File: src/rtl/dsram_req_ctrl_pkg.sv
// ---------------------------------------------------------------------------
// dsram_req_ctrl_pkg
// Shared definitions for the data-SRAM request controller:
//   - bus field widths (address, data, byte strobes, size)
//   - access size encodings SZ_B / SZ_H / SZ_W
//   - request FSM state codes
//   - helpers building byte strobes and lane-replicated store data
// ---------------------------------------------------------------------------
package dsram_req_ctrl_pkg;

  localparam int ADDR_W = 32;
  localparam int DATA_W = 32;
  localparam int STRB_W = DATA_W / 8;
  localparam int SIZE_W = 2;

  localparam logic [SIZE_W-1:0] SZ_B = 2'd0;
  localparam logic [SIZE_W-1:0] SZ_H = 2'd1;
  localparam logic [SIZE_W-1:0] SZ_W = 2'd2;

  typedef enum logic {
    ST_IDLE = 1'b0,
    ST_REQ  = 1'b1
  } state_e;

  // Loads never drive strobes. Size 3 is illegal and falls into the word case.
  function automatic logic [STRB_W-1:0] gen_wstrb(input logic              wr,
                                                  input logic [SIZE_W-1:0] size,
                                                  input logic [1:0]        addr_lo);
    logic [STRB_W-1:0] strb;
    if (!wr) begin
      strb = '0;
    end else begin
      case (size)
        SZ_B:    strb = 4'b0001 << addr_lo;
        SZ_H:    strb = 4'b0011 << {addr_lo[1], 1'b0};
        default: strb = 4'hf;
      endcase
    end
    return strb;
  endfunction

  // Right-justified store data copied onto every lane so the strobes pick it.
  function automatic logic [DATA_W-1:0] gen_wdata(input logic [SIZE_W-1:0] size,
                                                  input logic [DATA_W-1:0] data);
    logic [DATA_W-1:0] rep;
    case (size)
      SZ_B:    rep = {4{data[7:0]}};
      SZ_H:    rep = {2{data[15:0]}};
      default: rep = data;
    endcase
    return rep;
  endfunction

endpackage

File: src/rtl/dsram_req_ctrl_if.sv
// ---------------------------------------------------------------------------
// Interfaces of the data-SRAM request controller.
//
// dsram_pipe_if : pipeline side (EXE requests, MEM responses, flush)
//   master = pipeline, slave = controller
//   req_valid/req_ready/req_wr/req_size/req_addr/req_wdata : request handshake
//   flush                                                  : cancel everything
//   resp_valid/resp_ready/resp_wr/resp_rdata               : in-order responses
//
// dsram_sram_if : SRAM-like bus (req / addr_ok / data_ok)
//   master = controller, slave = memory
//   data_sram_req/wr/size/wstrb/addr/wdata : address phase
//   data_sram_addr_ok                      : address phase accepted
//   data_sram_data_ok/data_sram_rdata      : in-order data phase
// ---------------------------------------------------------------------------
interface dsram_pipe_if;
  import dsram_req_ctrl_pkg::*;

  logic              req_valid;
  logic              req_ready;
  logic              req_wr;
  logic [SIZE_W-1:0] req_size;
  logic [ADDR_W-1:0] req_addr;
  logic [DATA_W-1:0] req_wdata;
  logic              flush;
  logic              resp_valid;
  logic              resp_ready;
  logic              resp_wr;
  logic [DATA_W-1:0] resp_rdata;

  modport master (
    output req_valid, req_wr, req_size, req_addr, req_wdata, flush, resp_ready,
    input  req_ready, resp_valid, resp_wr, resp_rdata
  );

  modport slave (
    input  req_valid, req_wr, req_size, req_addr, req_wdata, flush, resp_ready,
    output req_ready, resp_valid, resp_wr, resp_rdata
  );
endinterface

interface dsram_sram_if;
  import dsram_req_ctrl_pkg::*;

  logic              data_sram_req;
  logic              data_sram_wr;
  logic [SIZE_W-1:0] data_sram_size;
  logic [STRB_W-1:0] data_sram_wstrb;
  logic [ADDR_W-1:0] data_sram_addr;
  logic [DATA_W-1:0] data_sram_wdata;
  logic              data_sram_addr_ok;
  logic              data_sram_data_ok;
  logic [DATA_W-1:0] data_sram_rdata;

  modport master (
    output data_sram_req, data_sram_wr, data_sram_size, data_sram_wstrb,
           data_sram_addr, data_sram_wdata,
    input  data_sram_addr_ok, data_sram_data_ok, data_sram_rdata
  );

  modport slave (
    input  data_sram_req, data_sram_wr, data_sram_size, data_sram_wstrb,
           data_sram_addr, data_sram_wdata,
    output data_sram_addr_ok, data_sram_data_ok, data_sram_rdata
  );
endinterface

File: src/rtl/dsram_req_ctrl_resp_fifo.sv
// ---------------------------------------------------------------------------
// dsram_req_ctrl_resp_fifo
// Small in-order response FIFO with a synchronous clear. The head entry is
// visible combinationally so MEM sees the response in the cycle valid_o is
// high. A clear wins over push and pop in the same cycle.
// Ports:
//   clk, resetn  : clock, asynchronous active-low reset
//   clr_i        : drop all entries
//   push_i       : write push_data_i at the tail
//   pop_i        : remove the head (ignored when empty)
//   valid_o      : FIFO non-empty
//   head_o       : head entry, zero when empty
//   count_o      : number of stored entries
// ---------------------------------------------------------------------------
module dsram_req_ctrl_resp_fifo #(
  parameter  int DEPTH = 2,
  parameter  int WIDTH = 33,
  localparam int PTR_W = (DEPTH > 1) ? $clog2(DEPTH) : 1,
  localparam int CNT_W = $clog2(DEPTH + 1)
) (
  input  logic             clk,
  input  logic             resetn,
  input  logic             clr_i,
  input  logic             push_i,
  input  logic [WIDTH-1:0] push_data_i,
  input  logic             pop_i,
  output logic             valid_o,
  output logic [WIDTH-1:0] head_o,
  output logic [CNT_W-1:0] count_o
);

  logic [WIDTH-1:0] mem_q [DEPTH];
  logic [PTR_W-1:0] rd_ptr_q, rd_ptr_d;
  logic [PTR_W-1:0] wr_ptr_q, wr_ptr_d;
  logic [CNT_W-1:0] count_q, count_d;
  logic             push_ok, pop_ok;

  // Pointers wrap explicitly so DEPTH need not be a power of two.
  function automatic logic [PTR_W-1:0] ptr_inc(input logic [PTR_W-1:0] p);
    return (p == PTR_W'(DEPTH - 1)) ? '0 : p + PTR_W'(1);
  endfunction

  assign valid_o = (count_q != '0);
  assign count_o = count_q;
  assign head_o  = valid_o ? mem_q[rd_ptr_q] : '0;

  assign pop_ok  = pop_i && !clr_i && valid_o;
  // A full FIFO still accepts a push when the head leaves in the same cycle.
  assign push_ok = push_i && !clr_i && ((count_q != CNT_W'(DEPTH)) || pop_ok);

  always_comb begin
    rd_ptr_d = rd_ptr_q;
    wr_ptr_d = wr_ptr_q;
    count_d  = count_q;
    if (clr_i) begin
      rd_ptr_d = '0;
      wr_ptr_d = '0;
      count_d  = '0;
    end else begin
      if (pop_ok)  rd_ptr_d = ptr_inc(rd_ptr_q);
      if (push_ok) wr_ptr_d = ptr_inc(wr_ptr_q);
      count_d = count_q + CNT_W'(push_ok) - CNT_W'(pop_ok);
    end
  end

  always_ff @(posedge clk or negedge resetn) begin
    if (!resetn) begin
      rd_ptr_q <= '0;
      wr_ptr_q <= '0;
      count_q  <= '0;
    end else begin
      rd_ptr_q <= rd_ptr_d;
      wr_ptr_q <= wr_ptr_d;
      count_q  <= count_d;
    end
  end

  // Storage has no reset; entries are only observable once written.
  always_ff @(posedge clk) begin
    if (push_ok) mem_q[wr_ptr_q] <= push_data_i;
  end

  overflow_a: assert property (@(posedge clk) disable iff (!resetn)
    !(push_i && !clr_i && (count_q == CNT_W'(DEPTH)) && !pop_ok));

endmodule

File: src/rtl/dsram_req_ctrl.sv
// ---------------------------------------------------------------------------
// dsram_req_ctrl
// Sequences data-SRAM accesses for the load/store pipe. One request is
// latched from EXE, presented on the SRAM-like bus until addr_ok, and its
// data phase is tracked until data_ok. Responses are buffered in order for
// MEM. A flush turns every live in-flight transaction into a "discard"
// whose data_ok is swallowed without reaching the response FIFO.
// Ports:
//   clk, resetn : clock, asynchronous active-low reset
//   pipe        : dsram_pipe_if.slave (EXE request, flush, MEM response)
//   bus         : dsram_sram_if.master (SRAM-like data bus)
// ---------------------------------------------------------------------------
module dsram_req_ctrl
  import dsram_req_ctrl_pkg::*;
#(
  parameter int MAX_OUTSTANDING = 2,
  parameter int CNT_W           = 2
) (
  input  logic         clk,
  input  logic         resetn,
  dsram_pipe_if.slave  pipe,
  dsram_sram_if.master bus
);

  localparam int FCNT_W = $clog2(MAX_OUTSTANDING + 1);
  localparam int SUM_W  = CNT_W + 3;

  state_e            state_q, state_d;
  logic              wr_q, wr_d;
  logic [SIZE_W-1:0] size_q, size_d;
  logic [ADDR_W-1:0] addr_q, addr_d;
  logic [DATA_W-1:0] wdata_q, wdata_d;
  logic [STRB_W-1:0] wstrb_q, wstrb_d;
  logic              cancel_q, cancel_d;
  logic [CNT_W-1:0]  outst_q, outst_d;
  logic [CNT_W-1:0]  disc_q, disc_d;

  // wr flag of each live in-flight transaction, oldest in bit 0.
  logic [MAX_OUTSTANDING-1:0] wrq_q, wrq_d, wrq_shift;
  logic [CNT_W-1:0]           push_idx;

  logic             req_ready_c;
  logic [SUM_W-1:0] credit_sum;
  logic             credit_ok;
  logic             addr_fire;
  logic             data_to_disc, data_to_live;
  logic             live_push, live_pop;

  logic              fifo_push, fifo_pop, fifo_valid;
  logic [FCNT_W-1:0] fifo_cnt;
  logic [DATA_W:0]   fifo_head;

  // Every transaction that could still produce a response holds a credit,
  // including the one waiting for addr_ok, so the FIFO can never overfill.
  assign credit_sum = SUM_W'(outst_q) + SUM_W'(disc_q) + SUM_W'(fifo_cnt)
                    + SUM_W'(state_q == ST_REQ);
  assign credit_ok  = credit_sum < SUM_W'(MAX_OUTSTANDING);

  assign addr_fire    = (state_q == ST_REQ) && bus.data_sram_addr_ok;
  // Discarded transactions are always older than live ones, so data_ok
  // retires discards first.
  assign data_to_disc = bus.data_sram_data_ok && (disc_q != '0);
  assign data_to_live = bus.data_sram_data_ok && (disc_q == '0);
  assign live_push    = addr_fire && !cancel_q && !pipe.flush;
  assign live_pop     = data_to_live && !pipe.flush;

  // ---------------- request FSM ----------------
  always_comb begin
    state_d     = state_q;
    wr_d        = wr_q;
    size_d      = size_q;
    addr_d      = addr_q;
    wdata_d     = wdata_q;
    wstrb_d     = wstrb_q;
    cancel_d    = cancel_q;
    req_ready_c = 1'b0;
    case (state_q)
      ST_IDLE: begin
        req_ready_c = credit_ok && !pipe.flush;
        if (pipe.req_valid && req_ready_c) begin
          wr_d     = pipe.req_wr;
          size_d   = pipe.req_size;
          addr_d   = pipe.req_addr;
          wdata_d  = gen_wdata(pipe.req_size, pipe.req_wdata);
          wstrb_d  = gen_wstrb(pipe.req_wr, pipe.req_size, pipe.req_addr[1:0]);
          cancel_d = 1'b0;
          state_d  = ST_REQ;
        end
      end
      ST_REQ: begin
        // The bus does not allow withdrawing req, so a flush only marks
        // the pending transaction as cancelled.
        if (pipe.flush) cancel_d = 1'b1;
        if (bus.data_sram_addr_ok) begin
          cancel_d = 1'b0;
          state_d  = ST_IDLE;
        end
      end
      default: state_d = ST_IDLE;
    endcase
  end

  // ---------------- outstanding / discard counters ----------------
  always_comb begin
    outst_d = outst_q;
    disc_d  = disc_q;
    if (pipe.flush) begin
      // Everything alive, plus an address accepted this cycle, becomes a
      // discard; a data_ok in this cycle retires one of them.
      outst_d = '0;
      disc_d  = disc_q + outst_q + CNT_W'(addr_fire) - CNT_W'(bus.data_sram_data_ok);
    end else begin
      disc_d  = disc_q + CNT_W'(addr_fire && cancel_q) - CNT_W'(data_to_disc);
      outst_d = outst_q + CNT_W'(addr_fire && !cancel_q) - CNT_W'(data_to_live);
    end
  end

  // ---------------- wr tracking of live transactions ----------------
  assign wrq_shift = live_pop ? (wrq_q >> 1) : wrq_q;
  assign push_idx  = outst_q - CNT_W'(live_pop);

  for (genvar gi = 0; gi < MAX_OUTSTANDING; gi++) begin : g_wrq
    assign wrq_d[gi] = (live_push && (push_idx == CNT_W'(gi))) ? wr_q : wrq_shift[gi];
  end

  always_ff @(posedge clk or negedge resetn) begin
    if (!resetn) begin
      state_q  <= ST_IDLE;
      wr_q     <= 1'b0;
      size_q   <= '0;
      addr_q   <= '0;
      wdata_q  <= '0;
      wstrb_q  <= '0;
      cancel_q <= 1'b0;
      outst_q  <= '0;
      disc_q   <= '0;
      wrq_q    <= '0;
    end else begin
      state_q  <= state_d;
      wr_q     <= wr_d;
      size_q   <= size_d;
      addr_q   <= addr_d;
      wdata_q  <= wdata_d;
      wstrb_q  <= wstrb_d;
      cancel_q <= cancel_d;
      outst_q  <= outst_d;
      disc_q   <= disc_d;
      wrq_q    <= wrq_d;
    end
  end

  // ---------------- response FIFO ----------------
  assign fifo_push = live_pop;
  assign fifo_pop  = fifo_valid && pipe.resp_ready;

  dsram_req_ctrl_resp_fifo #(
    .DEPTH (MAX_OUTSTANDING),
    .WIDTH (DATA_W + 1)
  ) u_resp_fifo (
    .clk         (clk),
    .resetn      (resetn),
    .clr_i       (pipe.flush),
    .push_i      (fifo_push),
    .push_data_i ({wrq_q[0], bus.data_sram_rdata}),
    .pop_i       (fifo_pop),
    .valid_o     (fifo_valid),
    .head_o      (fifo_head),
    .count_o     (fifo_cnt)
  );

  // ---------------- outputs ----------------
  // req_ready is gated by resetn so nothing looks acceptable during reset.
  assign pipe.req_ready  = resetn && req_ready_c;
  assign pipe.resp_valid = fifo_valid;
  assign pipe.resp_wr    = fifo_head[DATA_W];
  assign pipe.resp_rdata = fifo_head[DATA_W-1:0];

  assign bus.data_sram_req   = (state_q == ST_REQ);
  assign bus.data_sram_wr    = wr_q;
  assign bus.data_sram_size  = size_q;
  assign bus.data_sram_addr  = addr_q;
  assign bus.data_sram_wdata = wdata_q;
  assign bus.data_sram_wstrb = wstrb_q;

  data_ok_underflow_a: assert property (@(posedge clk) disable iff (!resetn)
    !(bus.data_sram_data_ok && (outst_q == '0) && (disc_q == '0)));

  illegal_size_a: assert property (@(posedge clk) disable iff (!resetn)
    !(pipe.req_valid && pipe.req_ready && (pipe.req_size == 2'd3)));

endmodule
File: src/flat_wrapper.sv
// flat-port wrapper written by rule: the top's interface ports become plain ports
module dsram_req_ctrl_flat import dsram_req_ctrl_pkg::*;
#(
  parameter int MAX_OUTSTANDING = 2,
  parameter int CNT_W           = 2
)
  (clk, resetn, pipe_req_valid, pipe_req_wr, pipe_req_size, pipe_req_addr, pipe_req_wdata, pipe_flush, pipe_resp_ready, pipe_req_ready, pipe_resp_valid, pipe_resp_wr, pipe_resp_rdata, bus_data_sram_req, bus_data_sram_wr, bus_data_sram_size, bus_data_sram_wstrb, bus_data_sram_addr, bus_data_sram_wdata, bus_data_sram_addr_ok, bus_data_sram_data_ok, bus_data_sram_rdata);
  dsram_pipe_if pipe_i ();
  dsram_sram_if bus_i ();
  input  logic clk;
  input  logic resetn;
  input wire logic [$bits(pipe_i.req_valid)-1:0] pipe_req_valid;
  input wire logic [$bits(pipe_i.req_wr)-1:0] pipe_req_wr;
  input wire logic [$bits(pipe_i.req_size)-1:0] pipe_req_size;
  input wire logic [$bits(pipe_i.req_addr)-1:0] pipe_req_addr;
  input wire logic [$bits(pipe_i.req_wdata)-1:0] pipe_req_wdata;
  input wire logic [$bits(pipe_i.flush)-1:0] pipe_flush;
  input wire logic [$bits(pipe_i.resp_ready)-1:0] pipe_resp_ready;
  output wire logic [$bits(pipe_i.req_ready)-1:0] pipe_req_ready;
  output wire logic [$bits(pipe_i.resp_valid)-1:0] pipe_resp_valid;
  output wire logic [$bits(pipe_i.resp_wr)-1:0] pipe_resp_wr;
  output wire logic [$bits(pipe_i.resp_rdata)-1:0] pipe_resp_rdata;
  output wire logic [$bits(bus_i.data_sram_req)-1:0] bus_data_sram_req;
  output wire logic [$bits(bus_i.data_sram_wr)-1:0] bus_data_sram_wr;
  output wire logic [$bits(bus_i.data_sram_size)-1:0] bus_data_sram_size;
  output wire logic [$bits(bus_i.data_sram_wstrb)-1:0] bus_data_sram_wstrb;
  output wire logic [$bits(bus_i.data_sram_addr)-1:0] bus_data_sram_addr;
  output wire logic [$bits(bus_i.data_sram_wdata)-1:0] bus_data_sram_wdata;
  input wire logic [$bits(bus_i.data_sram_addr_ok)-1:0] bus_data_sram_addr_ok;
  input wire logic [$bits(bus_i.data_sram_data_ok)-1:0] bus_data_sram_data_ok;
  input wire logic [$bits(bus_i.data_sram_rdata)-1:0] bus_data_sram_rdata;
  assign pipe_i.req_valid = pipe_req_valid;
  assign pipe_i.req_wr = pipe_req_wr;
  assign pipe_i.req_size = pipe_req_size;
  assign pipe_i.req_addr = pipe_req_addr;
  assign pipe_i.req_wdata = pipe_req_wdata;
  assign pipe_i.flush = pipe_flush;
  assign pipe_i.resp_ready = pipe_resp_ready;
  assign pipe_req_ready = pipe_i.req_ready;
  assign pipe_resp_valid = pipe_i.resp_valid;
  assign pipe_resp_wr = pipe_i.resp_wr;
  assign pipe_resp_rdata = pipe_i.resp_rdata;
  assign bus_data_sram_req = bus_i.data_sram_req;
  assign bus_data_sram_wr = bus_i.data_sram_wr;
  assign bus_data_sram_size = bus_i.data_sram_size;
  assign bus_data_sram_wstrb = bus_i.data_sram_wstrb;
  assign bus_data_sram_addr = bus_i.data_sram_addr;
  assign bus_data_sram_wdata = bus_i.data_sram_wdata;
  assign bus_i.data_sram_addr_ok = bus_data_sram_addr_ok;
  assign bus_i.data_sram_data_ok = bus_data_sram_data_ok;
  assign bus_i.data_sram_rdata = bus_data_sram_rdata;
  dsram_req_ctrl #(.MAX_OUTSTANDING(MAX_OUTSTANDING), .CNT_W(CNT_W)) u_core (.clk(clk), .resetn(resetn), .pipe(pipe_i), .bus(bus_i));
endmodule
File: config.mk
export PLATFORM = sky130hd
export DESIGN_NAME = dsram_req_ctrl_flat
export DESIGN_NICKNAME = d
export VERILOG_FILES = /design/src/rtl/dsram_req_ctrl_pkg.sv /design/src/rtl/dsram_req_ctrl_if.sv /design/src/rtl/dsram_req_ctrl_resp_fifo.sv /design/src/rtl/dsram_req_ctrl.sv /design/src/flat_wrapper.sv
export SDC_FILE = /design/constraint.sdc
export NUM_CORES = 1
export LEC_CHECK = 0
export CELL_PAD_IN_SITES_DETAIL_PLACEMENT = 1
export CELL_PAD_IN_SITES_GLOBAL_PLACEMENT = 1
export CORE_MARGIN = 2
export CORE_UTILIZATION = 54
export CTS_CLUSTER_DIAMETER = 80
export DETAILED_ROUTE_END_ITERATION = 8
export DONT_BUFFER_PORTS = 1
export GPL_TIMING_DRIVEN = 0
export PLACE_DENSITY_LB_ADDON = 0.1
export SYNTH_ARGS = -nofsm -noshare
export SYNTH_HDL_FRONTEND = slang
export SYNTH_SLANG_ARGS = --single-unit
File: constraint.sdc
create_clock -name clk -period 14.7 [get_ports clk]
set_clock_uncertainty 0.2 [all_clocks]
set_input_delay 0.735 -clock clk [delete_from_list [all_inputs] [get_ports clk]]
set_output_delay 0.735 -clock clk [all_outputs]
set_load 0.005 [all_outputs]
Yosys cells after proc, flatten, opt, wreduce, memory -nomap -nowiden
Memory sizes are Yosys's and may differ from the RTL's.
Cells that the tools add are included.
- flip-flop bits (word level): 83
- memory bits (writable): 66
- input bits: 106
- output and inout bits: 107
- word-level logic and storage cells: 96
- memories kept: 1
- memory list (memory ; depth ; width ; rd ports ; clocked after memory_dff ; wr ports ; RTL line ; RTL):
    u_core.u_resp_fifo.mem_q ; 2 ; 33 ; 1 ; 0 ; 1 ; dsram_req_ctrl_resp_fifo.sv:32 ; logic [WIDTH-1:0] mem_q [DEPTH];
- add/subtract/negate cells: 15
- $lt $le $gt $ge: 1
- equal/unequal tests: 5
- shift-type cells: 2
- mux-type cells: 26
- bitwise gates (word level): 1
- reduce and logical (&&, ||, !) cells: 31
- operators with widths (operator ; number):
    32-bit case mux with 2 select lines ; 1
    33-bit 2-to-1 mux ; 1
    1-bit logical AND ; 17
    1-bit 2-to-1 mux ; 16
    2-bit nonzero test ; 6
    2-bit by 1-bit subtractor with 2-bit output ; 5
    2-bit by 1-bit adder with 2-bit output ; 4
    2-bit 2-to-1 mux ; 4
    4-bit case mux with 2 select lines ; 1
    2-bit zero test ; 3
    5-bit by 1-bit adder with 5-bit output ; 1
    5-bit by 2-bit adder with 5-bit output ; 1
    5-bit by 2-bit < comparator with 1-bit output (second input constant) ; 1
    2-bit by 1-bit == test with 1-bit output (second input constant) ; 2
    4-bit 2-to-1 mux ; 1
    1-bit case mux with 2 select lines ; 2
    2-bit AND reduction ; 2
    1-bit by 2-bit << shifter with 4-bit output (first input constant) ; 1
    2-bit by 2-bit << shifter with 4-bit output (first input constant) ; 1
    2-bit by 2-bit adder with 3-bit output ; 1
    3-bit inequality test (second input constant) ; 1
    1-bit adder (second input constant) ; 2
    2-bit adder ; 1
    1-bit zero test ; 2
    4 further kinds ; 4

Depth between registers and ports, before layout
Gate-level depths: netlist of the first run.
- word-level depth: 9
- depth in mapped cells: 11
- mapped depth without buffers: 9

Cells and area by module
A second synthesis of the first run with hierarchy kept.
- cells, all modules: 457
- area, all modules: 6665.1 um^2
- by module, submodules not included (module ; times used ; cells each ; area an instance (um^2) ; sequential area each (um^2)):
    dsram_req_ctrl ; 1 ; 293 ; 3952.5 ; 1976.9
    dsram_req_ctrl_resp_fifo ; 1 ; 164 ; 2712.6 ; 2082.0

Worst setup path after synthesis of the first run
Ideal clock, no wire load.
- path kind: input to register
- from: input bus_data_sram_data_ok
- to: memory u_core.u_resp_fifo.mem_q[1][0], enable pin
- setup time: 0.518 ns
- arrival: 4.678 ns
- required time: 13.982 ns
- setup slack: 9.304 ns
- stages on the path: 3
- path buffers: 1
- cell sequence: or3b_1 -> clkbuf_1 -> nor4b_1
- cells in the longest elaborated chain, start to end: 6
- RTL lines (what ; RTL line ; RTL):
    from (decl) ; flat_wrapper.sv:30 ; input wire logic [$bits(bus_i.data_sram_data_ok)-1:0] bus_data_sram_data_ok;
    1-bit logical AND ; dsram_req_ctrl.sv:63 ; assign data_to_live = bus.data_sram_data_ok && (disc_q == '0);
    1-bit logical AND ; dsram_req_ctrl.sv:65 ; assign live_pop = data_to_live && !pipe.flush;
    1-bit logical AND (2 in a row) ; dsram_req_ctrl_resp_fifo.sv:49 ; assign push_ok = push_i && !clr_i && ((count_q != CNT_W'(DEPTH)) || pop_ok);
    1-bit 2-to-1 mux ; dsram_req_ctrl_resp_fifo.sv:80 ; if (push_ok) mem_q[wr_ptr_q] <= push_data_i;
    1-bit 2-to-1 mux (not written as such) ; dsram_req_ctrl_resp_fifo.sv:80 ;
    to (decl) ; dsram_req_ctrl_resp_fifo.sv:32 ;
Every way passes these cells.

Final worst setup path of the first run
- from: register u_core.outst_q[0]
- to: output pipe_req_ready
- cells in the longest elaborated chain, start to end: 7
- RTL lines (what ; RTL line ; RTL):
    from (decl) ; dsram_req_ctrl.sv:35 ; logic [CNT_W-1:0] outst_q, outst_d;
    from (signal assigned) ; dsram_req_ctrl.sv:146 ; outst_q <= outst_d;
    2-bit by 2-bit adder with 3-bit output ; dsram_req_ctrl.sv:55 ; assign credit_sum = SUM_W'(outst_q) + SUM_W'(disc_q) + SUM_W'(fifo_cnt)
    5-bit by 2-bit adder with 5-bit output ; dsram_req_ctrl.sv:55 ;
    5-bit by 1-bit adder with 5-bit output ; dsram_req_ctrl.sv:56 ; + SUM_W'(state_q == ST_REQ);
    5-bit by 2-bit < comparator with 1-bit output ; dsram_req_ctrl.sv:57 ; assign credit_ok = credit_sum < SUM_W'(MAX_OUTSTANDING);
    1-bit logical AND ; dsram_req_ctrl.sv:79 ; req_ready_c = credit_ok && !pipe.flush;
    1-bit 2-to-1 mux ; dsram_req_ctrl.sv:77 ; case (state_q)
    1-bit logical AND ; dsram_req_ctrl.sv:173 ; assign pipe.req_ready = resetn && req_ready_c;
    to (decl) ; flat_wrapper.sv:19 ; output wire logic [$bits(pipe_i.req_ready)-1:0] pipe_req_ready;
Every way passes these cells.

==> results of run 1 <==
[worst min path at each step]
| stage | start | endpoint | slack [ps] | cells past startpoint |
|---|---|---|---|---|
| after global placement | resetn | u_core.bus.data_sram_addr[9] | 240 | 0 |
| after floorplan | resetn | u_core.bus.data_sram_addr[0] | 240 | 0 |
| after global routing | resetn | u_core.bus.data_sram_wstrb[0] | 50 | 1 |
| after detailed placement | resetn | u_core.bus.data_sram_addr[3] | 240 | 0 |
| after CTS | resetn | u_core.bus.data_sram_wr | 30 | 1 |
| final | resetn | u_core.bus.data_sram_addr[8] | 20 | 1 |
[metal layers]
layer  vias to the layer above  routed length [µm]  track usage [%]
li1                       1716                   -                -
met1                      1892                5751            27.95
met2                       147                7534            38.71
met3                        25                1433            9.278
met4                         0                 301            9.398
met5                         -                   0                0
[final cells by class]
type / count / area (µm²)
clock inverters: 10 / 57.56
clock buffers: 22 / 464.2
inverters: 15 / 56.30
flip-flops and latches: 149 / 4059
plain buffers: 25 / 183.9
repair buffers: 9 / 87.58
well taps: 147 / 183.9
fillers: 1174 / 4562
multi-input cells: 277 / 2357
[synthesized netlist by cell type]
cell                       instances
sky130_fd_sc_hd__o21a_1            1
sky130_fd_sc_hd__nand2_1           9
sky130_fd_sc_hd__and3_1            1
sky130_fd_sc_hd__buf_6             1
sky130_fd_sc_hd__nor2_1           46
sky130_fd_sc_hd__xnor2_1           7
sky130_fd_sc_hd__mux2_4           47
sky130_fd_sc_hd__nor4b_1           1
sky130_fd_sc_hd__buf_2             5
sky130_fd_sc_hd__nor3b_1           2
sky130_fd_sc_hd__ha_1             11
sky130_fd_sc_hd__a31oi_1           1
sky130_fd_sc_hd__mux2i_1          59
sky130_fd_sc_hd__clkbuf_1         14
sky130_fd_sc_hd__or3b_1            1
sky130_fd_sc_hd__edfxtp_1         66
sky130_fd_sc_hd__dfrtp_1          83
sky130_fd_sc_hd__mux2_2            4
sky130_fd_sc_hd__or3_1             1
sky130_fd_sc_hd__nor2_2            1
sky130_fd_sc_hd__xor2_1            3
sky130_fd_sc_hd__o31ai_1           1
sky130_fd_sc_hd__inv_1            15
sky130_fd_sc_hd__nand2b_1          1
sky130_fd_sc_hd__o211ai_2          1
sky130_fd_sc_hd__a21o_1            2
sky130_fd_sc_hd__a221oi_2          1
sky130_fd_sc_hd__buf_12            4
sky130_fd_sc_hd__a21oi_1           4
sky130_fd_sc_hd__nand4_1           1
sky130_fd_sc_hd__and4b_1           1
sky130_fd_sc_hd__buf_8             1
sky130_fd_sc_hd__fa_1              3
sky130_fd_sc_hd__o21ai_0          57
sky130_fd_sc_hd__or2_1             1
sky130_fd_sc_hd__nor4_1            1
sky130_fd_sc_hd__nor2b_1           6
sky130_fd_sc_hd__and2_0            1
sky130_fd_sc_hd__nor3b_2           1
[through the flow]
stage / utilization, % / power [mW]
2_1_floorplan: - / 1.063
3_3_place_gp: 56.84 / 1.162
3_5_place_dp: 57.45 / 1.192
4_1_cts: 62.02 / 1.587
5_1_grt: 62.02 / 1.664
6_report: 62.02 / 1.570
[state kept, by name, summed over array words and instances, names as in the netlist]
name and flops:
u_core.u_resp_fifo.mem_q 66, u_core.bus.data_sram_addr 32, u_core.bus.data_sram_wdata 32, u_core.bus.data_sram_wstrb 4
u_core.bus.data_sram_size 2, u_core.disc_q 2, u_core.outst_q 2, u_core.u_resp_fifo.count_o 2
u_core.wrq_q 2, u_core.bus.data_sram_req 1, u_core.bus.data_sram_wr 1, u_core.cancel_q 1
u_core.u_resp_fifo.rd_ptr_q 1, u_core.u_resp_fifo.wr_ptr_q 1
[report_power, final]
part / switching (mW) / internal, mW
registers: 0.108 / 0.563
logic: 0.241 / 0.275
clock network: 0.161 / 0.222
[worst reg2reg max path, delay by kind of cell (launching register included)]
family / cells / cell delay [ps]
adder cells (fa/ha/maj): 3 / 1150
AO/OA/AOI/OAI: 2 / 460
buffers and inverters: 4 / 660
AND/OR/NAND/NOR: 2 / 350
flip-flops: 1 / 400
[logic make-up after synthesis]
kind of cell	count (synthesis)	synth area share, %
AOI/OAI and AO/OA	68	5.555
adders and majority gates	14	2.976
DFF	149	61.09
muxes	110	20.19
xor gates and xnor gates	10	1.318
buffers and inverters	40	3.616
and+or+nand+nor	75	5.255
[repair_timing]
item                                   4_1_cts  5_1_grt
hold buffers                                 1        0
endpoints found under the hold margin       83        0
buffers inserted                             0        0
==> metrics.md, run 1 <==
| Metric | Value |
|---|---|
| Wire length of the first global-routing pass | 23.28 mm |
| Synthesis-stage register bit count | approximately 150 |
| Final Instance Area | between 7000 and 8000 µm² |
| Row count | 40 |
| Maximum fanout count along the critical path | 10 |
| Reg2reg end | u_core.bus.data_sram_wstrb[3] |
| Standard cell area after detailed placement | between 6000 and 7000 µm² |
| Average wire per standard cell | approximately 23 µm |
| Top Ports | about 210 |
| Post-synthesis cell type count | 39 |
| Overflow after GRT | 0 |
| Register-to-Register Path Depth | 11 |
| Placed insts | 621 |
| Pre-CTS setup slack | between 10,000 and 15,000 ps |
| Worst vdd ir | about 0.00011 V |
| Post-route non-filler standard cell count | approximately 650 |
| Critical Setup Path Class | reg2out |
| Power per cell area | roughly 210 nW/µm² |
| Worst r2r src | u_core.outst_q[0] |
| Cell at the slowest stage of the critical path | sky130_fd_sc_hd__fa_1 |
| Antenna violations before repair | 0 |
| Sequential area share after synthesis | between 60 and 70% |
| Final GP Congestion | ~0.73 |
| Half-perimeter wire length after placement | approximately 11 mm |
| Number of buffers added by the clock tree synthesis step | 17 |
| Post-cts gate resize count | 0 |
| Synth area leader | sky130_fd_sc_hd__dfrtp_1 |
| Post-synthesis instance area | around 6600 µm² |
| Number of design-rule violations left by the first detailed-router iteration | between 200 and 300 |
| Leading cell type in the layout, fill and taps excluded | sky130_fd_sc_hd__dfrtp_1 |
| Via count of the routed design | around 3,800 |
| Clk_lat worst skew | 420 ps |
| Max-cap viol count | 0 |
| Share of the cycle needed by the critical path after routing | between 20 and 30% |
| Time the final worst path needs with I/O delays and setup | a little under 4000 ps |
| Actual slew at the worst max-slew pin | 622.5 ps |
| Mean number of vias per cell | between 5 and 6 |
| Endpoint arrival time on the critical path | roughly 3000 ps |
| Drt total wl | 15.02 mm |
| Status | completed |
| Area grow syn2layout | 12.13% |
| Master cell of the clock root buffer | sky130_fd_sc_hd__clkbuf_16 |
| Depth of the critical timing path with buffers and inverters included | 9 |
| Proportion of layout cells with a drive suffix above 1 | a little over a fifth |
| Maximum number of pins on one net before global-route repair | 84 |
| Die Width | ~110 µm |
| Die Area | between 10,000 and 15,000 µm² |
| Worst Setup EP | pipe_req_ready |
| Setup WS post-layout | about 11,000 ps |
| GRT Overall Usage | between 20% and 30% |
| Commonest cells after routing, fill and taps aside | sky130_fd_sc_hd__dfrtp_1, sky130_fd_sc_hd__edfxtp_1, sky130_fd_sc_hd__mux2i_1 |
| Worst hold slack across all endpoints | between 15 and 20 ps |
| Final hold vios | 0 |
| Final Slew Violations | 0 |
| Total inserted antenna cells | 0 |
| Type of the most critical hold path | in2async |
| Type of origin of the critical path | register |
| Pre-antenna DRT Iters | 4 |
| Largest cells by area after synthesis | sky130_fd_sc_hd__dfrtp_1, sky130_fd_sc_hd__edfxtp_1, sky130_fd_sc_hd__mux2_4 |
| Vertical die dimension | 114.9 µm |
| Starting density of the core | a little under three fifths |
| Number of nets produced by synthesis | between 500 and 600 |
| Leak pwr | 3.155 nW |
| Register-to-Register Setup Slack | approximately 11,000 ps |
| Area share of the largest cell type after synthesis | 31.26% |
| YS warnings | 0 |
| Post-layout net count | slightly above 600 |
| Final antenna-violating net count | 0 |
| List of cells traversed by the critical path | ha_1 > inv_1 > fa_1 > inv_1 > fa_1 > nor3b_2 > o211ai_2 > clkbuf_1 > nor2_1 |
| Critical path's top delay family | adder cells |
| Final setup viols | 0 |
| Remaining max-slew budget at the tightest pin | between 50% and 60% |
| Core Box Area | roughly 12,000 µm² |
| Average cell area after synthesis | between 10 and 15 µm² |
| Data required time of the worst path | 13,770 ps |
| Maximum clock insertion buffer count | 2 |
| Kind of end point of the critical path | primary output |
| Syn Inst Count | ~470 |
| CTS tree | built |
| Remaining routing DRC violations | 0 |
| Final setup TNS | 0 ps |
| Clock-pin slew of the registers on the worst-case setup and hold paths | ~60 ps |
| Number of port buffers | 0 |
| Setup repair after global routing missed its margin | no |
| Number of H-tree levels | 4 |
| Critical path buffer and inverter count | 3 |
| Via count of the first global-routing pass | between 4,000 and 5,000 |
| Largest incremental delay on the critical path | roughly 540 ps |
| Max Fclk | about 250 MHz |
| Num Clock Sinks | roughly 150 |
| Crit. Startpoint | u_core.outst_q[0] |
Power figures use the tool's default switching activity.
==> inputs of run 2 (changes only) <==
ABC_AREA = 1   (was unset)
CORE_UTILIZATION = 43   (was 54)
clock period = 3.4 ns   (was 14.7 ns; I/O delays follow)
==> run 2 against run 1 <==
  * Design area rose by 14%
  * Setup slack got worse by 11000 ps
  * Flip-flop and latch count unchanged
  * First-iteration DRC count shrank 29%
  * Critical path type is now reg2reg
  * Critical endpoint is now u_core.bus.data_sram_addr[24]
==> metrics.md, run 2 <==
| Metric | Value |
|---|---|
| Final GP Congestion | 0.7757 (was 0.7287) |
| Actual slew at the worst max-slew pin | 559.1 ps (was 622.5 ps) |
| Average wire per standard cell | 20.20 µm (was 22.97 µm) |
| Standard cell area after detailed placement | 6744 µm² (was 6900 µm²) |
| Share of synthesized flip-flops with an asynchronous set or reset | 55.70% (unchanged) |
| Worst r2r src | u_core.outst_q[0] (unchanged) |
| Hold Path Stages | 3 |
| Num Clock Sinks | 149 (unchanged) |
| Via count of the first global-routing pass | 5,698 (was 4,231) |
| Maximum clock insertion buffer count | 2 (unchanged) |
| Mean number of vias per cell | 5.248 (was 5.780) |
| Power per cell area | 797.5 nW/µm² (was 210.7 nW/µm²) |
| Register-to-Register Setup Slack | 180 ps (was 11,310 ps) |
| Largest incremental delay on the critical path | 550 ps (was 540 ps) |
| Synth area leader | sky130_fd_sc_hd__dfrtp_1 (unchanged) |
| List of most frequent post-synthesis cells | sky130_fd_sc_hd__nand2_1, sky130_fd_sc_hd__dfrtp_1, sky130_fd_sc_hd__edfxtp_1 (was sky130_fd_sc_hd__dfrtp_1, sky130_fd_sc_hd__edfxtp_1, sky130_fd_sc_hd__mux2i_1) |
| Leak pwr | 3.746 nW (was 3.155 nW) |
| HP Start | bus_data_sram_data_ok |
| Number of design-rule violations left by the first detailed-router iteration | 189 (was 265) |
| Remaining routing DRC violations | 0 (unchanged) |
| Register-to-Register Path Depth | 13 (was 11) |
| Number of buffers added by the clock tree synthesis step | 17 (unchanged) |
| GRT Overall Usage | 25.21% (was 23.56%) |
| Synthesis-stage register bit count | 149 (unchanged) |
| Sequential area share after synthesis | 62.99% (was 61.09%) |
| Max Fclk | 310.8 MHz |
| Largest cells by area after synthesis | sky130_fd_sc_hd__dfrtp_1, sky130_fd_sc_hd__edfxtp_1, sky130_fd_sc_hd__nand2_1 (was sky130_fd_sc_hd__dfrtp_1, sky130_fd_sc_hd__edfxtp_1, sky130_fd_sc_hd__mux2_4) |
| Leading cell type in the layout, fill and taps excluded | sky130_fd_sc_hd__nand2_1 (was sky130_fd_sc_hd__dfrtp_1) |
| Die Area | 15,980 µm² (was 13,210 µm²) |
| Final Instance Area | 8494 µm² (was 7450 µm²) |
| Type of the most critical hold path | in2reg (was in2async) |
| Top Ports | 213 (unchanged) |
| Drt total wl | 19.64 mm (was 15.02 mm) |
| Clk_lat worst skew | 410 ps (was 420 ps) |
| Most used flip-flop cell after synthesis | sky130_fd_sc_hd__dfrtp_1 (unchanged) |
| Critical path's top delay family | adder cells (unchanged) |
| Vertical die dimension | 126.4 µm (was 114.9 µm) |
| Syn Inst Count | 640 (was 466) |
| Post-synthesis instance area | 6444 µm² (was 6644 µm²) |
| Cell with the most instances after synthesis | sky130_fd_sc_hd__nand2_1 (was sky130_fd_sc_hd__dfrtp_1) |
| Antenna violations before repair | 1 (was 0) |
| Final antenna-violating net count | 0 (unchanged) |
| Clock-pin slew of the registers on the worst-case setup and hold paths | 70 ps (was 60 ps) |
| Worst hold slack across all endpoints | 17.45 ps (was 17.76 ps) |
| Number of port buffers | 0 (unchanged) |
| Number of synthesized flops with an enable pin | 66 (unchanged) |
| Number of nets produced by synthesis | 760 (was 586) |
| List of cells traversed by the critical path | ha_1 > inv_1 > fa_1 > inv_1 > fa_1 > inv_1 > nand3_2 > a21oi_4 > nand3_4 > inv_2 > nand2_1 > dlygate4sd3_1 > nand2_1 (was ha_1 > inv_1 > fa_1 > inv_1 > fa_1 > nor3b_2 > o211ai_2 > clkbuf_1 > nor2_1) |
| Critical Setup Path Class | reg2reg (was reg2out) |
| Overflow after GRT | 0 (unchanged) |
| Endpoint arrival time on the critical path | 3380 ps (was 3040 ps) |
| Placed insts | 826 (was 621) |
| Power consumption | 6.775 mW (was 1.570 mW) |
| Remaining max-slew budget at the tightest pin | 62.64% (was 58.50%) |
| Share of the cycle needed by the critical path after routing | a little over nine tenths |
| Area grow syn2layout | 31.83% (was 12.13%) |
| CTS tree | built (unchanged) |
| Maximum number of pins on one net before global-route repair | 84 (unchanged) |
| Via count of the routed design | 5,101 (was 3,780) |
| Cell at the slowest stage of the critical path | sky130_fd_sc_hd__dlygate4sd3_1 (was sky130_fd_sc_hd__fa_1) |
| Area share of the largest cell type after synthesis | 32.23% (was 31.26%) |
| Wire length of the first global-routing pass | 31.22 mm (was 23.28 mm) |
| Status | completed (unchanged) |
| Time the final worst path needs with I/O delays and setup | between 3000 and 4000 ps |
| Commonest cells after routing, fill and taps aside | sky130_fd_sc_hd__nand2_1, sky130_fd_sc_hd__dlygate4sd3_1, sky130_fd_sc_hd__dfrtp_1 (was sky130_fd_sc_hd__dfrtp_1, sky130_fd_sc_hd__edfxtp_1, sky130_fd_sc_hd__mux2i_1) |
| Post-synthesis cell type count | 28 (was 39) |
| Post-route non-filler standard cell count | 972 (was 654) |
| Number of flip-flops in the largest register | 66 (unchanged) |
| Proportion of layout cells with a drive suffix above 1 | 10.17% (was 20.91%) |
| Maximum fanout count along the critical path | 6 (was 10) |
| Half-perimeter wire length after placement | 12.35 mm (was 10.91 mm) |
| Final Slew Violations | 0 (unchanged) |
| Master cell of the clock root buffer | sky130_fd_sc_hd__clkbuf_16 (unchanged) |
| Die Width | 126.4 µm (was 114.9 µm) |
| YS warnings | 0 (unchanged) |
| Worst vdd ir | 0.0003547 V (was 0.0001059 V) |
| Cell repeated most along the worst path | sky130_fd_sc_hd__inv_1 |
| Max-cap viol count | 0 (unchanged) |
| Post-layout net count | 894 (was 614) |
| Starting density of the core | 44.17% (was 55.31%) |
| Top register by number of flip-flops | u_core.u_resp_fifo.mem_q (unchanged) |
| Kind of end point of the critical path | register (was primary output) |
| Data required time of the worst path | 3560 ps (was 13,770 ps) |
| Average cell area after synthesis | 10.07 µm² (was 14.26 µm²) |
| Number of H-tree levels | 4 (unchanged) |
| Critical path buffer and inverter count | 5 (was 3) |
| Pre-antenna DRT Iters | 4 (unchanged) |
| Worst min-delay path endpoint | u_core.u_resp_fifo.count_o[1] |
| Final setup viols | 0 (unchanged) |
| Final hold vios | 0 (unchanged) |
| Type of origin of the critical path | register (unchanged) |
| Reg2reg end | u_core.bus.data_sram_addr[24] (was u_core.bus.data_sram_wstrb[3]) |
| Row count | 44 (was 40) |
| Core Box Area | 14,590 µm² (was 12,010 µm²) |
[run 2: kinds of logic after synthesis]
family	after synthesis	share of synthesized area, %
buffers and inverters	75	5.961
adders and majority gates	14	3.068
AOI/OAI and AO/OA	118	9.825
DFF	149	62.99
and+or+nand+nor	277	17.20
xor gates and xnor gates	7	0.9515
[run 2: how the worst max path moves through the flow]
stage,start,to,cells after the start
after floorplan,u_core.disc_q[1],u_core.u_resp_fifo.mem_q[0][0],5
after global placement,u_core.disc_q[1],u_core.u_resp_fifo.mem_q[0][7],5
after detailed placement,u_core.outst_q[0],u_core.bus.data_sram_wdata[13],13
after CTS,u_core.outst_q[0],u_core.bus.data_sram_addr[24],13
after global routing,u_core.outst_q[0],u_core.bus.data_sram_addr[24],13
final,u_core.outst_q[0],u_core.bus.data_sram_addr[24],13
[run 2: repair_timing]
action / 4_1_cts / 5_1_grt
hold buffers: 111 / 0
endpoints found under the setup margin: 0 / 1
endpoints found under the hold margin: 229 / 0
resized for setup: 0 / 1
setup buffers: 0 / 2
[run 2: metrics by stage]
stage	utilization [%]	worst slack, ps	setup TNS, ps
after floorplan	-	403.8	0
after global placement	45.75	-635.0	-41560
after detailed placement	46.23	327.6	0
after CTS	58.05	96.22	0
after global routing	58.22	-9.152	-9.152
final	58.22	182.6	0
[run 2: area by class of cell]
| cell class | count | area, µm² |
|---|---|---|
| Fill cell | 1572 | 6095 |
| Tap cell | 184 | 230.2 |
| Clock buffer | 20 | 456.7 |
| Sequential cell | 149 | 4059 |
| Timing Repair Buffer | 115 | 1199 |
| Multi-Input combinational cell | 416 | 2023 |
| Antenna cell | 1 | 2.502 |
| Inverter | 43 | 161.4 |
| Clock inverter | 12 | 140.1 |
| Buffer | 32 | 222.7 |
[run 2: report_power, final]
group          total (mW)  internal, mW  switching [mW]
Sequential           2.83          2.39           0.444
Combinational        2.02         0.782            1.24
Clock                1.92          1.13           0.787
Total                6.77          4.31            2.47
[run 2: layer usage]
layer  part of all wire [%]  global-route usage, %  up-vias  wire (µm)
met2                     52                  44.07      173      10140
met5                      0                      0        -          0
met4                    2.4                  9.179        0        468
li1                       -                      -     2352          -
met3                    7.3                  8.267       38       1437
met1                     39                  28.91     2538       7589
[run 2: worst reg2reg max path, cell delays in order, from the launching register on]
cell and delay, ps:
sky130_fd_sc_hd__dfrtp_1 390, sky130_fd_sc_hd__ha_1 170, sky130_fd_sc_hd__inv_1 50, sky130_fd_sc_hd__fa_1 540
sky130_fd_sc_hd__inv_1 80, sky130_fd_sc_hd__fa_1 470, sky130_fd_sc_hd__inv_1 80, sky130_fd_sc_hd__nand3_2 90
sky130_fd_sc_hd__a21oi_4 160, sky130_fd_sc_hd__nand3_4 160, sky130_fd_sc_hd__inv_2 130, sky130_fd_sc_hd__nand2_1 50
sky130_fd_sc_hd__dlygate4sd3_1 550, sky130_fd_sc_hd__nand2_1 60
==> inputs of run 3 (changes only) <==
PLACE_DENSITY = 0.88   (was unset)
PLACE_DENSITY_LB_ADDON = unset   (was 0.1)
==> run 3 against run 2 <==
  * Via count rose by 6.3%
  * Largest cell class unchanged
  * Register-to-register slack barely moved
  * Flip-flop and latch count did not move
  * First-iteration DRC count rose by 32%
  * Clock power fell by 4%
  * Combinational power rose by 3%
  * Total power rose by 0.24%
  * Global-route usage rose by 3.0 points
  * Sequential share of layout area rose by 0.54 points
  * Hold slack improved by 20 ps
==> metrics.md, run 3 (synthesis results as in run 2) <==
| Metric | Value |
|---|---|
| Endpoint arrival time on the critical path | 3300 ps (was 3380 ps) |
| Row count | 44 (unchanged) |
| Worst hold slack across all endpoints | 37.24 ps (was 17.45 ps) |
| Type of the most critical hold path | in2reg (unchanged) |
| Power per cell area | 808.5 nW/µm² (was 797.5 nW/µm²) |
| Worst vdd ir | 0.0003729 V (was 0.0003547 V) |
| Met1 capacity usage during global routing | 30.50% (was 28.91%) |
| Critical Setup Path Class | reg2reg (unchanged) |
| Number of H-tree levels | 4 (unchanged) |
| Vertical die dimension | 126.4 µm (unchanged) |
| Top register by number of flip-flops | u_core.u_resp_fifo.mem_q (unchanged) |
| Top Ports | 213 (unchanged) |
| Final Slew Violations | 0 (unchanged) |
| Number of design-rule violations left by the first detailed-router iteration | 249 (was 189) |
| Post-route non-filler standard cell count | 972 (unchanged) |
| Leak pwr | 3.694 nW (was 3.746 nW) |
| CTS tree | built (unchanged) |
| Actual slew at the worst max-slew pin | 1005 ps (was 559.1 ps) |
| Leading cell type in the layout, fill and taps excluded | sky130_fd_sc_hd__nand2_1 (unchanged) |
| Master cell of the clock root buffer | sky130_fd_sc_hd__clkbuf_16 (unchanged) |
| Remaining routing DRC violations | 0 (unchanged) |
| Final Instance Area | 8399 µm² (was 8494 µm²) |
| Drt total wl | 22.21 mm (was 19.64 mm) |
| Commonest cells after routing, fill and taps aside | sky130_fd_sc_hd__nand2_1, sky130_fd_sc_hd__dlygate4sd3_1, sky130_fd_sc_hd__dfrtp_1 (unchanged) |
| Average wire per standard cell | 22.85 µm (was 20.20 µm) |
| Wire length of the first global-routing pass | 34.28 mm (was 31.22 mm) |
| Final hold vios | 0 (unchanged) |
| Status | completed (unchanged) |
| Number of port buffers | 0 (unchanged) |
| GRT met2 Usage | 49.98% (was 44.07%) |
| Clock-pin slew of the registers on the worst-case setup and hold paths | 70 ps (about the same) |
| Area grow syn2layout | 30.35% (was 31.83%) |
| Share of the cycle needed by the critical path after routing | 94.73% (was 94.63%) |
| Kind of end point of the critical path | register (unchanged) |
| Num Clock Sinks | 149 (unchanged) |
| Proportion of layout cells with a drive suffix above 1 | 9.311% (was 10.17%) |
| Maximum number of pins on one net before global-route repair | 84 (unchanged) |
| Post-layout net count | 891 (was 894) |
| Type of origin of the critical path | register (unchanged) |
| Max Fclk | 310.5 MHz (was 310.8 MHz) |
| Half-perimeter wire length after placement | 12.68 mm (was 12.35 mm) |
| Number of flip-flops in the largest register | 66 (unchanged) |
| Core Box Area | 14,590 µm² (unchanged) |
| Via count of the first global-routing pass | 6,082 (was 5,698) |
| Via count of the routed design | 5,423 (was 5,101) |
| Most used routing layer | met2 (unchanged) |
| Maximum fanout count along the critical path | 10 (was 6) |
| GRT Overall Usage | 28.21% (was 25.21%) |
| Final setup viols | 0 (unchanged) |
| Final antenna-violating net count | 0 (unchanged) |
| Standard cell area after detailed placement | 6689 µm² (was 6744 µm²) |
| Placed insts | 824 (was 826) |
| Pre-antenna DRT Iters | 5 (was 4) |
| Max-cap viol count | 0 (unchanged) |
| Mean number of vias per cell | 5.579 (was 5.248) |
| Antenna violations before repair | 1 (unchanged) |
| Die Area | 15,980 µm² (unchanged) |
| Clk_lat worst skew | 420 ps (was 410 ps) |
| Overflow after GRT | 0 (unchanged) |
| Setup repair after global routing missed its margin | no |
| Number of buffers added by the clock tree synthesis step | 17 (unchanged) |
| Data required time of the worst path | 3480 ps (was 3560 ps) |
| Remaining max-slew budget at the tightest pin | 32.87% (was 62.64%) |
| Time the final worst path needs with I/O delays and setup | 3221 ps (was 3217 ps) |
| Final GP Congestion | 0.8592 (was 0.7757) |
| Starting density of the core | 44.17% (unchanged) |
| Die Width | 126.4 µm (unchanged) |
| Maximum clock insertion buffer count | 2 (unchanged) |
| Met3 track demand over resource in global routing | 9.068% (was 8.267%) |
run 3: repair_timing:
item                                   4_1_cts  5_1_grt
gates resized for setup                      0        0
hold buffers                               112        0
setup buffers                                0        0
endpoints found under the hold margin      229        0
setup endpoints to repair                    0        0
run 3: path summary, 6_finish.rpt:
| check | cells after the start | to | from | slack [ps] |
|---|---|---|---|---|
| min reg2reg | 0 | u_core.u_resp_fifo.mem_q[0][32] | u_core.wrq_q[0] | 280 |
| max | 13 | u_core.bus.data_sram_wdata[18] | u_core.outst_q[0] | 180 |
| min | 4 | u_core.bus.data_sram_wdata[13] | pipe_req_wdata[13] | 40 |
| max in group asynchronous | 2 | u_core.bus.data_sram_addr[19] | resetn | 2560 |
| min in group asynchronous | 2 | u_core.bus.data_sram_wdata[18] | resetn | 120 |
| max reg2reg | 13 | u_core.bus.data_sram_wdata[18] | u_core.outst_q[0] | 180 |
run 3: critical path, cell delays in order (launching register included):
cell	delay (ps)
sky130_fd_sc_hd__dfrtp_1	420
sky130_fd_sc_hd__ha_1	210
sky130_fd_sc_hd__inv_1	70
sky130_fd_sc_hd__fa_1	540
sky130_fd_sc_hd__inv_1	70
sky130_fd_sc_hd__fa_1	480
sky130_fd_sc_hd__inv_1	80
sky130_fd_sc_hd__nand3_2	80
sky130_fd_sc_hd__a21oi_2	190
sky130_fd_sc_hd__nand3_4	180
sky130_fd_sc_hd__buf_12	210
sky130_fd_sc_hd__buf_8	140
sky130_fd_sc_hd__nand2_1	80
sky130_fd_sc_hd__o21ai_0	130
run 3: per-stage QoR:
| step | utilization [%] | power, mW | TNS, ps | setup slack [ps] |
|---|---|---|---|---|
| 2_1_floorplan | - | 4.079 | 0 | 403.8 |
| 3_3_place_gp | 45.75 | 4.473 | -28940 | -442.6 |
| 3_5_place_dp | 45.85 | 4.646 | 0 | 247.0 |
| 4_1_cts | 57.50 | 6.601 | 0 | 206.1 |
| 5_1_grt | 57.52 | 7.155 | 0 | 16.61 |
| 6_report | 57.57 | 6.791 | 0 | 179.0 |
run 3: final cells by class:
| type | count | area, µm² |
|---|---|---|
| multi-input cells | 416 | 2016 |
| clock buffers | 22 | 464.2 |
| flip-flops and latches | 149 | 4059 |
| plain buffers | 32 | 222.7 |
| diodes | 4 | 10.01 |
| fillers | 1529 | 6190 |
| inverters | 43 | 161.4 |
| repair buffers | 112 | 1139 |
| clock inverters | 10 | 97.59 |
| well taps | 184 | 230.2 |
run 3: metal layers:
metal,routed length [µm],vias to the layer above
met5,0,-
met4,753,0
met3,1852,59
met2,11650,285
met1,7956,2727
li1,-,2352
run 3: power by group:
part	leakage, nW	switching, mW	internal [mW]	total, mW
logic	1.77	1.34	0.753	2.09
registers	1.65	0.471	2.39	2.86
clock network	0.269	0.785	1.05	1.84
